`config.mk`:
```
export PLATFORM = sky130hd
export DESIGN_NAME = pov_slice_scheduler_flat
export DESIGN_NICKNAME = d
export VERILOG_FILES = /design/src/rtl/pov_slice_scheduler_if.sv /design/src/rtl/pov_slice_scheduler.sv /design/src/flat_wrapper.sv
export SDC_FILE = /design/constraint.sdc
export NUM_CORES = 1
export LEC_CHECK = 0
export CAP_MARGIN = 5
export CORE_ASPECT_RATIO = 1.25
export CORE_UTILIZATION = 40
export CTS_CLUSTER_DIAMETER = 150
export CTS_CLUSTER_SIZE = 16
export DETAILED_ROUTE_END_ITERATION = 10
export PLACE_DENSITY = 0.56
export RECOVER_POWER = 50
export SLEW_MARGIN = 0
export SYNTH_ARGS = -nofsm -noshare
export SYNTH_HDL_FRONTEND = slang
export SYNTH_SLANG_ARGS = --single-unit
```
`constraint.sdc`:
```
create_clock -name clk -period 4.01 [get_ports clk]
set_input_delay 0.802 -clock clk [delete_from_list [all_inputs] [get_ports clk]]
set_output_delay 0.802 -clock clk [all_outputs]
set_load 0.005 [all_outputs]
```
`src/rtl/pov_slice_scheduler_if.sv`:
```
// Bundle of the hall sensor input, the strip-controller handshake and the status outputs
// of the POV slice scheduler. The scheduler uses the master side.
interface pov_slice_scheduler_if #(
  parameter int SLICE_WIDTH  = 6,
  parameter int PERIOD_WIDTH = 28
);
  logic                    hall_in;
  logic                    busy;
  logic                    start;
  logic [SLICE_WIDTH-1:0]  slice_idx;
  logic                    locked;
  logic [PERIOD_WIDTH-1:0] period;
  logic [7:0]              overrun_count;

  modport master (
    input  hall_in, busy,
    output start, slice_idx, locked, period, overrun_count
  );

  modport slave (
    output hall_in, busy,
    input  start, slice_idx, locked, period, overrun_count
  );
endinterface

```
`src/rtl/pov_slice_scheduler.sv`:
```
// Measures the rotor period from the once-per-revolution hall mark and issues one strip
// frame start per angular slice, tagged with the slice index to render.
module pov_slice_scheduler #(
  parameter int SLICES       = 64,
  parameter int SLICE_WIDTH  = 6,
  parameter int PERIOD_WIDTH = 28,
  parameter int MIN_PERIOD   = 1_000_000
) (
  input  logic                  clk,
  input  logic                  rst,
  pov_slice_scheduler_if.master bus
);

  typedef enum logic [1:0] {IDLE, SYNC, RUN} state_t;

  localparam logic [PERIOD_WIDTH-1:0] REV_MAX   = '1;
  localparam logic [PERIOD_WIDTH-1:0] P_ONE     = PERIOD_WIDTH'(1);
  localparam logic [PERIOD_WIDTH:0]   P_ONE_EXT = (PERIOD_WIDTH+1)'(1);
  localparam logic [PERIOD_WIDTH:0]   MIN_EXT   = (PERIOD_WIDTH+1)'(MIN_PERIOD);
  localparam logic [SLICE_WIDTH-1:0]  LAST_SLICE = SLICE_WIDTH'(SLICES-1);
  localparam logic [SLICE_WIDTH-1:0]  S_ONE      = SLICE_WIDTH'(1);

  state_t state, state_next;

  logic                    hall_s1, hall_s2, hall_prev;
  logic [PERIOD_WIDTH-1:0] rev_cnt;
  logic [PERIOD_WIDTH-1:0] period_q;
  logic [PERIOD_WIDTH-1:0] slice_timer;
  logic [SLICE_WIDTH-1:0]  slice_num;
  logic [SLICE_WIDTH-1:0]  slice_idx_q;
  logic                    start_q;
  logic                    locked_q;
  logic [7:0]              overrun_q;

  logic                    hall_edge, edge_ok, edge_acc, rev_sat, wrap;
  logic [PERIOD_WIDTH:0]   rev_plus1;
  logic [PERIOD_WIDTH-1:0] period_meas;
  logic [PERIOD_WIDTH-1:0] slice_len;
  logic                    boundary;
  logic [SLICE_WIDTH-1:0]  boundary_slice;

  assign hall_edge   = hall_s2 & ~hall_prev;
  assign rev_plus1   = {1'b0, rev_cnt} + P_ONE_EXT;
  assign rev_sat     = (rev_cnt == REV_MAX);
  assign edge_ok     = (state == IDLE) || (rev_plus1 >= MIN_EXT);
  assign edge_acc    = hall_edge & edge_ok;
  assign period_meas = rev_sat ? REV_MAX : rev_plus1[PERIOD_WIDTH-1:0];
  assign slice_len   = period_q >> SLICE_WIDTH;
  // The last slice of a revolution never wraps; only the next hall mark restarts at slice 0.
  assign wrap = (state == RUN) && (slice_num != LAST_SLICE) &&
                (slice_timer == slice_len - P_ONE);

  always_ff @(posedge clk) begin
    if (rst) state <= IDLE;
    else     state <= state_next;
  end

  always_comb begin
    state_next = state;
    unique case (state)
      IDLE: if (hall_edge) state_next = SYNC;
      SYNC: if (edge_acc) state_next = RUN;
            else if (rev_sat) state_next = IDLE;
      RUN:  if (edge_acc) state_next = RUN;
            else if (rev_sat) state_next = IDLE;
      default: state_next = IDLE;
    endcase
  end

  // An accepted mark beats a coincident timer wrap so only slice 0 is issued.
  always_comb begin
    boundary       = 1'b0;
    boundary_slice = slice_num;
    if (edge_acc && (state != IDLE)) begin
      boundary       = 1'b1;
      boundary_slice = '0;
    end else if (wrap) begin
      boundary       = 1'b1;
      boundary_slice = slice_num + S_ONE;
    end
  end

  always_ff @(posedge clk) begin
    if (rst) begin
      hall_s1     <= 1'b1;
      hall_s2     <= 1'b1;
      hall_prev   <= 1'b1;
      rev_cnt     <= '0;
      period_q    <= '0;
      slice_timer <= '0;
      slice_num   <= '0;
      slice_idx_q <= '0;
      start_q     <= 1'b0;
      locked_q    <= 1'b0;
      overrun_q   <= 8'd0;
    end else begin
      hall_s1   <= bus.hall_in;
      hall_s2   <= hall_s1;
      hall_prev <= hall_s2;

      if (edge_acc)      rev_cnt <= '0;
      else if (!rev_sat) rev_cnt <= rev_cnt + P_ONE;

      if (edge_acc && (state != IDLE)) period_q <= period_meas;

      if (edge_acc || wrap) slice_timer <= '0;
      else if ((state == RUN) && (slice_num != LAST_SLICE)) slice_timer <= slice_timer + P_ONE;

      if (boundary) slice_num <= boundary_slice;

      start_q <= boundary & ~bus.busy;
      if (boundary && !bus.busy) slice_idx_q <= boundary_slice;
      if (boundary && bus.busy && (overrun_q != 8'hFF)) overrun_q <= overrun_q + 8'd1;

      locked_q <= (state_next == RUN);
    end
  end

  assign bus.start         = start_q;
  assign bus.slice_idx     = slice_idx_q;
  assign bus.locked        = locked_q;
  assign bus.period        = period_q;
  assign bus.overrun_count = overrun_q;

endmodule

```
`src/flat_wrapper.sv`:
```
// flat-port wrapper written by rule: the top's interface ports become plain ports
module pov_slice_scheduler_flat 
#(
  parameter int SLICES       = 64,
  parameter int SLICE_WIDTH  = 6,
  parameter int PERIOD_WIDTH = 28,
  parameter int MIN_PERIOD   = 1_000_000
)
  (clk, rst, bus_hall_in, bus_busy, bus_start, bus_slice_idx, bus_locked, bus_period, bus_overrun_count);
  pov_slice_scheduler_if #(.SLICE_WIDTH(SLICE_WIDTH), .PERIOD_WIDTH(PERIOD_WIDTH)) bus_i ();
  input  logic clk;
  input  logic rst;
  input wire logic [$bits(bus_i.hall_in)-1:0] bus_hall_in;
  input wire logic [$bits(bus_i.busy)-1:0] bus_busy;
  output wire logic [$bits(bus_i.start)-1:0] bus_start;
  output wire logic [$bits(bus_i.slice_idx)-1:0] bus_slice_idx;
  output wire logic [$bits(bus_i.locked)-1:0] bus_locked;
  output wire logic [$bits(bus_i.period)-1:0] bus_period;
  output wire logic [$bits(bus_i.overrun_count)-1:0] bus_overrun_count;
  assign bus_i.hall_in = bus_hall_in;
  assign bus_i.busy = bus_busy;
  assign bus_start = bus_i.start;
  assign bus_slice_idx = bus_i.slice_idx;
  assign bus_locked = bus_i.locked;
  assign bus_period = bus_i.period;
  assign bus_overrun_count = bus_i.overrun_count;
  pov_slice_scheduler #(.SLICES(SLICES), .SLICE_WIDTH(SLICE_WIDTH), .PERIOD_WIDTH(PERIOD_WIDTH), .MIN_PERIOD(MIN_PERIOD)) u_core (.clk(clk), .rst(rst), .bus(bus_i));
endmodule
```
==> impl_metrics.json <==
{
  "status": "finished with violations",
  "violations": "capacitance limit, slew limit",
  "cts_resized": 0,
  "start_util": 0.412,
  "ant_nets": 0,
  "synthArstFlopShare": 0,
  "rows": 49,
  "clock_latency_ns": 0.36,
  "area_growth_pct": 14.5,
  "relSlewSlack": -0.429,
  "firstDrtPassIters": 4,
  "tritoncts": "built",
  "cp_cell_sequence": "ha_1, nand3_1, or4_1, nor3b_1, mux2i_1, nor4b_4, a211o_1, a21oi_1, mux2_2",
  "fillers": 1421,
  "finalCriticalPeriod_ns": 3.65,
  "grt-ovfl-total": 0,
  "timing.setup.tns_ns": 0,
  "post-synth-top-area-cell": "dfxtp_1",
  "max_clock_freq_ghz": 0.274,
  "cp_slowest_cell": "or4_1",
  "htreeDepth": 3,
  "drt_iter0_markers": 250,
  "max_cap_violations": 1,
  "avgSynthCellArea_um2": 8.35,
  "vias": 5107,
  "antenna_found_initial": 0,
  "grt_pass1_vias": 4964,
  "cp.arrival_ns": 3.89,
  "synth_edf_count": 0,
  "grt_pass1_wl_mm": 24.3,
  "critPathTopFamily": "simple AND/OR/NAND/NOR gates",
  "power_density_nw_per_um2": 309,
  "cp_slowest_stage_delay_ns": 0.55,
  "drive_gt1_frac": 0.0678,
  "routed_via_density": 5.58,
  "skew_ns": 0.00824,
  "root_buffer": "clkbuf_16",
  "cts_inserted_buffers": 9,
  "grt_max_degree": 51,
  "synthCells": 710,
  "hold_depth": 1,
  "die_w_um": 111,
  "drc": 0,
  "hold_viol_final": 0,
  "holdBufCountCts": 0,
  "yosysSeqAreaShare": 0.375,
  "nNetsFinal": 746,
  "rsz0062_at_grt": "false",
  "synth_area_leaders": "dfxtp_1, nor2_1, xnor2_1, xor2_1, a211oi_1",
  "core_area_um2": 14400,
  "clk_path_buf_depth": 2,
  "critPathCaptureType": "register",
  "clkTransAtPathRegs_ns": 0.07,
  "vdd_drop_max_mv": 0.291,
  "port_buffers": 47,
  "fp.dieArea_um2": 15300,
  "synth-seq-cells": 111,
  "fin_cells": 916,
  "wire_per_inst_um": 15.7,
  "total_power_uw": 2100,
  "fin_crit_sh": 0.909,
  "final_common_cell": "nor2_1",
  "synth_cell_types": 70,
  "ioPinCount": 48,
  "die_h_um": 138,
  "crit_type": "register to register",
  "cts_setup_buffers": 0,
  "layout_common_cells": "nor2_1, dfxtp_1, dlygate4sd3_1",
  "synth_nets": 722,
  "maxSlewViolCount": 51,
  "path_depth": 9,
  "cts_sinks": 111,
  "dpl.cell_count": 901,
  "gr-usage-all-layers": 0.194,
  "yosys.area.top_type_share": 0.375,
  "start_kind": "register",
  "yosysWarnings": 0,
  "critical_path_buf_inv_count": 0,
  "worstPathMaxFanout": 13,
  "leakage_uw": 0.00255,
  "tightest_slew_ns": 2.14,
  "ys.flop_type": "dfxtp_1",
  "wl_mm": 14.4,
  "setup_viol": 0,
  "diodes": 0,
  "synthesis.area_um2": 5930,
  "holdCritPathClass": "register to register",
  "crit_required_ns": 4.26,
  "hpwl_mm": 10.7,
  "gp_congestion": 0.836,
  "rr_worst_depth": 9
}
-- synthesized netlist by cell type (7+ instances only) --
library cell and count:
a211oi_1 27, a21oi_1 19, and3_1 18, buf_2 12
clkbuf_1 22, dfxtp_1 111, ha_1 8, inv_1 8
mux2_2 8, nand2_1 39, nand3_1 32, nand4_1 17
nor2_1 127, nor2b_1 7, nor3_1 26, nor4_1 9
o21ai_0 13, or3_1 11, or4_1 13, xnor2_1 42
xor2_1 42
-- stage by stage --
| stage | area (um2) | hold slack [ns] | setup WS [ns] | utilization |
|---|---|---|---|---|
| 5_1_grt | 6790 | 0.440 | 0.0478 | 0.471 |
| 3_3_place_gp | 6500 | 0.391 | 0.533 | 0.451 |
| 6_report | 6790 | 0.416 | 0.364 | 0.471 |
| 3_5_place_dp | 6500 | 0.407 | 0.374 | 0.451 |
| 2_1_floorplan | 5930 | 0.389 | 0.983 | - |
| 4_1_cts | 6800 | 0.425 | 0.354 | 0.472 |
-- worst register-to-register path: cells and delay by family, from the launching register on --
family	cells	cell delay, ns
multiplexers	2	0.79
adder cells (fa/ha/maj)	1	0.22
AO/OA/AOI/OAI	2	0.81
flip-flops	1	0.40
AND/OR/NAND/NOR	4	1.33
-- power by group --
part	switching [uW]	internal, uW	total, uW	leakage [uW]
combinational	43.0	23.3	66.3	0.00151
sequential	5.41	1110	1110	0.000895
clock	420	499	919	0.000145
total	469	1630	2100	0.00255
-- layout make-up --
class / instances / area, um2 / area share
Sequential cell: 111 / 2220 / 0.327
Inverter: 9 / 33.8 / 0.00498
Clock inverter: 5 / 56.3 / 0.00829
Timing Repair Buffer: 54 / 529 / 0.0780
Clock buffer: 10 / 239 / 0.0352
Multi-Input combinational cell: 549 / 3490 / 0.513
Tap cell: 178 / 223 / 0.0328
-- state kept, by name, indices dropped and copies added (netlist names) --
register / count
u_core.state: 2
u_core.bus.start: 1
u_core.bus.period: 28
u_core.slice_num: 6
u_core.bus.overrun_count: 8
u_core.slice_timer: 28
u_core.rev_cnt: 28
u_core.bus.locked: 1
u_core.bus.slice_idx: 6
u_core.hall_s1: 1
u_core.hall_prev: 1
u_core.hall_s2: 1
-- kinds of logic after synthesis --
family | Yosys count | share of synthesized area
simple gates | 341 | 0.299
flops | 111 | 0.375
compound gates | 102 | 0.122
xor+xnor | 84 | 0.124
buf+inv | 50 | 0.0386
mux | 14 | 0.0253
fa+ha+maj | 8 | 0.0169
-- layer usage --
layer	vias up	GRT usage	part of all wire
met3	28	0.0373	0.039
met1	2414	0.243	0.45
met5	-	0	0
met4	0	0.0765	0.025
met2	93	0.326	0.48
li1	2572	-	-
-- worst paths after layout --
check,start,end,slack [ns]
worst max register to register,u_core.rev_cnt[1]$_SDFFE_PP0N_,u_core.bus.overrun_count[0]$_SDFFE_PP0P_,0.36
worst max-delay path,u_core.rev_cnt[1]$_SDFFE_PP0N_,u_core.bus.overrun_count[0]$_SDFFE_PP0P_,0.36
worst min register to register,u_core.hall_s1$_SDFF_PP1_,u_core.hall_s2$_SDFF_PP1_,0.42
worst min-delay path,u_core.hall_s1$_SDFF_PP1_,u_core.hall_s2$_SDFF_PP1_,0.42
(Power assumes the default switching activity.)
